File: src/rtl/pingpong_disp_pkg.sv
// Shared constants for the ping-pong counter display stage: segment glyphs,
// anode patterns and scan state encoding.
package pingpong_disp_pkg;

  // Segment patterns {a,b,c,d,e,f,g}, active-low
  localparam logic [6:0] DIGIT_0 = 7'b0000001;
  localparam logic [6:0] DIGIT_1 = 7'b1001111;
  localparam logic [6:0] DIGIT_2 = 7'b0010010;
  localparam logic [6:0] DIGIT_3 = 7'b0000110;
  localparam logic [6:0] DIGIT_4 = 7'b1001100;
  localparam logic [6:0] DIGIT_5 = 7'b0100100;
  localparam logic [6:0] DIGIT_6 = 7'b0100000;
  localparam logic [6:0] DIGIT_7 = 7'b0001111;
  localparam logic [6:0] DIGIT_8 = 7'b0000000;
  localparam logic [6:0] DIGIT_9 = 7'b0000100;

  localparam logic [6:0] UP_GLYPH   = 7'b0011101;
  localparam logic [6:0] DOWN_GLYPH = 7'b1100011;

  localparam logic [6:0] SEG_OFF = 7'b1111111;
  localparam logic [3:0] AN_OFF  = 4'b1111;

  // Anode per slot, active-low; an[3] is the leftmost digit
  localparam logic [3:0] AN_SLOT0 = 4'b1110;  // ones
  localparam logic [3:0] AN_SLOT1 = 4'b1101;  // direction
  localparam logic [3:0] AN_SLOT2 = 4'b1011;  // direction
  localparam logic [3:0] AN_SLOT3 = 4'b0111;  // tens

  typedef enum logic {
    StBlank = 1'b0,
    StDrive = 1'b1
  } scan_state_e;

  // Decimal digit to segment pattern; non-decimal inputs blank the digit
  function automatic logic [6:0] digit_to_seg(input logic [3:0] d);
    logic [6:0] s;
    unique case (d)
      4'd0:    s = DIGIT_0;
      4'd1:    s = DIGIT_1;
      4'd2:    s = DIGIT_2;
      4'd3:    s = DIGIT_3;
      4'd4:    s = DIGIT_4;
      4'd5:    s = DIGIT_5;
      4'd6:    s = DIGIT_6;
      4'd7:    s = DIGIT_7;
      4'd8:    s = DIGIT_8;
      4'd9:    s = DIGIT_9;
      default: s = SEG_OFF;
    endcase
    return s;
  endfunction

endpackage

File: src/rtl/seg7_digit_decode.sv
// Splits a 0..15 value into tens and ones digits and maps each to segments.
module seg7_digit_decode
  import pingpong_disp_pkg::*;
(
  input  logic [3:0] v,
  output logic [6:0] tens_seg,
  output logic [6:0] ones_seg
);

  logic       ge_ten;
  logic [3:0] ones;

  // Tens is only ever 0 or 1 for a 4-bit value
  always_comb begin
    ge_ten   = (v >= 4'd10);
    ones     = ge_ten ? (v - 4'd10) : v;
    tens_seg = ge_ten ? DIGIT_1 : DIGIT_0;
    ones_seg = digit_to_seg(ones);
  end

endmodule

File: src/rtl/pingpong_seg7_scan.sv
// Four-digit multiplexed seven-segment driver for the ping-pong counter.
// Each slot blanks all anodes for BLANK_CYCLES before driving to suppress
// ghosting; value/direction are latched once per frame so a frame never tears.
module pingpong_seg7_scan
  import pingpong_disp_pkg::*;
#(
  parameter int unsigned REFRESH_DIV  = 32768,
  parameter int unsigned BLANK_CYCLES = 16
) (
  input  logic       clk,
  input  logic       rst,
  input  logic [3:0] value,
  input  logic       direction,
  output logic [6:0] seg,
  output logic [3:0] an,
  output logic       frame_tick
);

  localparam int unsigned CntW = $clog2(REFRESH_DIV);

  localparam logic [CntW-1:0] CntOne    = CntW'(1);
  localparam logic [CntW-1:0] BlankLast = CntW'(BLANK_CYCLES - 1);
  localparam logic [CntW-1:0] SlotLast  = CntW'(REFRESH_DIV - 1);

  scan_state_e     state_q, state_d;
  logic [1:0]      slot_q, slot_d;
  logic [CntW-1:0] cnt_q, cnt_d;
  logic [3:0]      an_q, an_d;
  logic [6:0]      seg_q, seg_d;
  logic [3:0]      val_q, val_d;
  logic            dir_q, dir_d;

  logic [6:0] tens_seg;
  logic [6:0] ones_seg;

  // Decode the next-latched value so a BLANK_CYCLES=1 slot0 drive sees fresh data
  seg7_digit_decode u_decode (
    .v        (val_d),
    .tens_seg (tens_seg),
    .ones_seg (ones_seg)
  );

  // Frame latch: capture inputs only on the edge that closes a frame_tick cycle
  always_comb begin
    frame_tick = (state_q == StBlank) && (slot_q == 2'd0) && (cnt_q == '0);
    val_d      = frame_tick ? value : val_q;
    dir_d      = frame_tick ? direction : dir_q;
  end

  // Scan sequencing: BLANK then DRIVE within each slot, slot advances on wrap
  always_comb begin
    state_d = state_q;
    slot_d  = slot_q;
    cnt_d   = cnt_q + CntOne;
    unique case (state_q)
      StBlank: begin
        if (cnt_q == BlankLast) state_d = StDrive;
      end
      StDrive: begin
        if (cnt_q == SlotLast) begin
          cnt_d   = '0;
          slot_d  = slot_q + 2'd1;
          state_d = StBlank;
        end
      end
      default: state_d = StBlank;
    endcase
  end

  // Output pattern for the state being entered, so an/seg align with state
  always_comb begin
    an_d  = AN_OFF;
    seg_d = SEG_OFF;
    if (state_d == StDrive) begin
      unique case (slot_d)
        2'd0: begin
          an_d  = AN_SLOT0;
          seg_d = ones_seg;
        end
        2'd1: begin
          an_d  = AN_SLOT1;
          seg_d = dir_d ? UP_GLYPH : DOWN_GLYPH;
        end
        2'd2: begin
          an_d  = AN_SLOT2;
          seg_d = dir_d ? UP_GLYPH : DOWN_GLYPH;
        end
        2'd3: begin
          an_d  = AN_SLOT3;
          seg_d = tens_seg;
        end
        default: begin
          an_d  = AN_OFF;
          seg_d = SEG_OFF;
        end
      endcase
    end
  end

  // State, latch and registered outputs with synchronous active-low reset
  always_ff @(posedge clk) begin
    if (!rst) begin
      state_q <= StBlank;
      slot_q  <= 2'd0;
      cnt_q   <= '0;
      an_q    <= AN_OFF;
      seg_q   <= SEG_OFF;
      val_q   <= 4'd0;
      dir_q   <= 1'b1;
    end else begin
      state_q <= state_d;
      slot_q  <= slot_d;
      cnt_q   <= cnt_d;
      an_q    <= an_d;
      seg_q   <= seg_d;
      val_q   <= val_d;
      dir_q   <= dir_d;
    end
  end

  assign an  = an_q;
  assign seg = seg_q;

endmodule
File: config.mk
export PLATFORM = sky130hd
export DESIGN_NAME = pingpong_seg7_scan
export DESIGN_NICKNAME = d
export VERILOG_FILES = /design/src/rtl/pingpong_disp_pkg.sv /design/src/rtl/seg7_digit_decode.sv /design/src/rtl/pingpong_seg7_scan.sv
export SDC_FILE = /design/constraint.sdc
export NUM_CORES = 1
export LEC_CHECK = 0
export ABC_AREA = 1
export CORE_MARGIN = 4
export CORE_UTILIZATION = 40
export CTS_CLUSTER_SIZE = 28
export DETAILED_ROUTE_END_ITERATION = 7
export DONT_BUFFER_PORTS = 1
export GPL_TIMING_DRIVEN = 1
export PLACE_DENSITY = 0.63
export SYNTH_ARGS = -nofsm -noshare
export SYNTH_HDL_FRONTEND = slang
export SYNTH_SLANG_ARGS = --single-unit
File: constraint.sdc
create_clock -name clk -period 5 [get_ports clk]
set_clock_uncertainty 0.1 [all_clocks]
set_input_delay 0.5 -clock clk [delete_from_list [all_inputs] [get_ports clk]]
set_output_delay 0.5 -clock clk [all_outputs]
set_load 0.02 [all_outputs]
==> results <==
- The flow ran to the end, and the final reports show no timing, DRC or antenna violations.
- The number of clock sinks is 34.
- The pin count of the biggest net entering global routing is 14.
- The number of slew-limit violations in the final report was 0.
- After synthesis, the cell types taking the most area are dfxtp_1, ha_1, nand2_1.
- Global routing consumed, on the met3 layer, 3.90% of the routing resources.
- In the final routed layout, each cell accounts on average for 11.9 microns.
- The register clock-pin slew on the reported worst setup and hold paths is 0.07 ns.
- The congestion estimate from routability-driven global placement came to 0.798.
- The startpoint of the most critical register-to-register path is cnt_q[0].
- For the worst-skew pair, the clock arrives at the later sink with an insertion delay of 0.29 ns.
- The total overflow left after global routing is 0.
- The biggest area contributor in the post-synthesis netlist is dfxtp_1.
- Dividing the detail-routed via count by the number of cells gives 4.78.
- The floorplan step set the die height to 76.4 microns.
- The number of nets at the end of the flow is 266.
- The worst setup path is captured at a flip-flop.
- The synthesized design contains 34 register bits.
- STA classifies the critical path startpoint as a flip-flop.
- Setup repair after global routing left no endpoint under its margin.
- Setup slack on the worst reg-to-reg path comes out at 2.40 ns.
- The launch point of the critical path is cnt_q[0].
- The number of setup buffers added after CTS is 0.
- The via count of the routed design is 1,421.
- Across the VDD grid, the largest voltage drop is 127 uV.
- The initial antenna violation count is 0.
- The largest individual stage delay along the critical path comes from the cell xor2_1.
- The effective utilization at floorplan is 42.1%.
- The floorplan step set the die width to 76.4 microns.
- After floorplanning, the core was sized to cover 4440 sq um.
- Walking the worst path, the cells encountered are ha_1 -> nand3_2 -> inv_2 -> nand3_2 -> nor3_2 -> nand3_1 -> xor2_1 -> ha_1 -> inv_1 -> nand3_1 -> nor2_2 -> nor2_4 -> nand3_2.
- The final clock period utilization by the worst path is 52.0%.
- The residual DRC count is 0.
- In this run the worst hold path is classified as primary input to flip-flop.
- Global routing used 20.7% of the available met2 tracks.
- The number of distinct library cell variants in the gate-level netlist after synthesis is 33.
- In this run the critical register-to-register path is captured at seg[1].
- The aggregate global-route resource usage is 13.7%.
- The share of layout cells above drive strength 1 is 18.0%.
- The worst endpoint required time is 5.08 ns.
- The layer flagged by global routing as most heavily used is met2.
- In this run the deepest clock path goes through 2 buffers.
- The number of nets with antenna violations after detailed routing is 0.
- In this design, the stage delay of the slowest critical-path cell is 0.42 ns.
- The aggregate routed wire length is 3550 microns.
- The share of the synthesized area in the top cell type is 36.4%.
- For this run, the register share of the synthesized area comes to 36.4%.
- The synthesized netlist net count is 261.
- Grouping stages by cell kind, the critical path spends the most delay in simple AND/OR/NAND/NOR gates.
- After the first detailed-routing iteration, the DRC count stood at 100.
- The number of cell rows is 24.
- In this run the worst setup path terminates at seg[1].
- The global-route track usage on met1 is 17.9%.
- The global-route wire length before repair is 6440 microns.
- The detailed-router iteration count before antenna repair is 4.
- The cell leakage power is 0.861 nW.
- The floorplan step defined a die boundary enclosing 5830 sq um.
- The number of hold-slack violations in the final timing report was 0.
- The sum of negative setup slack is 0 ns.
- The half-perimeter wire length after detailed placement is 2690 microns.
- The quantity of I/O buffers inserted on ports is 0.
- In this run the most critical hold path is launched from rst.
- The areal power density over the cells is 293 nW/um^2.
- Compared with the post-synthesis result, the final layout area differs by 6.76%.
- By startpoint and endpoint, the worst setup path is classified as flip-flop to flip-flop.
- The total of endpoints with negative setup slack in the final report is 0.
- Counting the fill cells in the layout gives 453.
- At the pin with the least slew margin, the transition time is 0.507 ns.
- The overall power is 0.585 mW.
- The routed design could run at a clock period as short as 2.60 ns.
- The buffers plus inverters on the worst setup path is 2.
- The clock tree from TritonCTS is built.
- The number of hold buffers added after CTS was 0.
- The number of global-route vias before repair is 1,423.
- Dividing the synthesized area by the synthesized cell count gives 7.79 sq um.
- The number of warnings reported in the yosys synthesis log is 0.
- CTS built an H-tree with a depth of 2.
- The cell area after synthesis is 1870 sq um.
- The tree is rooted in a clkbuf_8.
- The most numerous cell on the critical path is nand3_2.
- The data arrival time of the critical path is 2.68 ns.
- In this run the count of I/O pins placed on the die edge is 19.
- The clock buffer count from CTS is 5.
- Max-cap violations in this run came to 0.
- Counting cells, the worst reg-to-reg path comes to 13.
- Once the clock tree was built, the resizer swapped 0 gates to a different size.
- The critical path crosses 13 cells after its start point.
- Based on the critical path, the design can be clocked at up to 384 MHz.
- The gate count of the mapped netlist is 240.
- Measured against its own limit, the worst slew margin works out to 66.1%.
- The repair_antennas step left the layout with diodes totalling 0.
- Along the worst path, the maximum fanout reaches 5.
## worst min-delay path by stage
stage	end	cells after the start
after floorplan	cnt_q[0]	1
after global placement	cnt_q[0]	1
after detailed placement	cnt_q[0]	1
after CTS	dir_q	1
after global routing	dir_q	1
final	dir_q	1
## routing by layer
| metal | wire, microns | up-vias |
|---|---|---|
| li1 | - | 751 |
| met1 | 1820 | 627 |
| met2 | 1470 | 35 |
| met3 | 167 | 8 |
| met4 | 82 | 0 |
| met5 | 0 | - |
## sequential cells by signal, indices dropped and copies added, names as in the netlist
register and cells:
an 4, val_q 4, dir_q 1, seg 7
slot_q 2, state_q 1, cnt_q 15
## cell usage after synthesis
| library cell | count |
|---|---|
| a21oi_1 | 2 |
| a21oi_4 | 1 |
| a221oi_1 | 1 |
| a31oi_1 | 1 |
| and2_1 | 1 |
| buf_6 | 1 |
| clkbuf_1 | 1 |
| clkinv_1 | 1 |
| dfxtp_1 | 34 |
| ha_1 | 14 |
| inv_1 | 32 |
| inv_2 | 4 |
| inv_4 | 1 |
| nand2_1 | 45 |
| nand2_2 | 8 |
| nand2_4 | 4 |
| nand3_1 | 14 |
| nand3_2 | 6 |
| nand3b_1 | 1 |
| nand4_1 | 4 |
| nor2_1 | 32 |
| nor2_2 | 8 |
| nor2_4 | 3 |
| nor3_1 | 3 |
| nor3_2 | 1 |
| nor3b_1 | 3 |
| o21ai_0 | 2 |
| o21ai_1 | 1 |
| o21ai_2 | 1 |
| o21ai_4 | 1 |
| o21bai_4 | 1 |
| xnor2_1 | 2 |
| xor2_1 | 6 |
## cells by family (layout without fill, tap and decap cells)
kind of cell               Yosys count  after routing  synth area share (%)
AOI/OAI and AO/OA                   11             11                  5.35
xor gates and xnor gates             8              8                  3.75
adders and majority gates           14             14                  9.36
buffers and inverters               40             45                  8.56
DFF                                 34             34                  36.4
and+or+nand+nor                    133            133                  36.6
## layout by cell type (no fill, tap or decap), types with 2 or more instances in the layout
cell type,Yosys,routed
inv_2,4,4
o21ai_0,2,2
dfxtp_1,34,34
nor3b_1,3,3
nand3_1,14,14
nor3_1,3,3
inv_1,32,32
nor2_2,8,8
nand3_2,6,6
clkbuf_8,0,5
xor2_1,6,6
nand2_1,45,45
nor2_1,32,32
nand2_2,8,8
nor2_4,3,3
xnor2_1,2,2
ha_1,14,14
nand4_1,4,4
nand2_4,4,4
a21oi_1,2,2
clkbuf_1,1,2
## stage by stage
step | hold WS, ns | instance area, sq um | setup WS [ns] | utilization (%) | cells
3_3_place_gp | 0.334 | 1920 | 2.52 | 43.2 | 290
5_1_grt | 0.191 | 2000 | 2.10 | 44.9 | 297
3_5_place_dp | 0.344 | 1920 | 2.40 | 43.2 | 290
6_report | 0.186 | 2000 | 2.40 | 44.9 | 297
2_1_floorplan | 0.317 | 1870 | 2.73 | - | 240
4_1_cts | 0.179 | 2000 | 2.39 | 44.9 | 297
## power by group
| part | leakage (nW) | switching [mW] | internal (mW) |
|---|---|---|---|
| Combinational | 0.546 | 0.0757 | 0.0359 |
| Clock | 0.0383 | 0.0965 | 0.0959 |
| Sequential | 0.276 | 0.00349 | 0.277 |
## layout make-up
cell class	instances	area, sq um	area share (%)
clock buffers	7	76.3	3.82
well taps	52	65.1	3.26
multi-input cells	166	1030	51.6
flip-flops and latches	34	681	34.1
inverters	38	145	7.27
No activity file was read; power rests on OpenSTA's default activity.
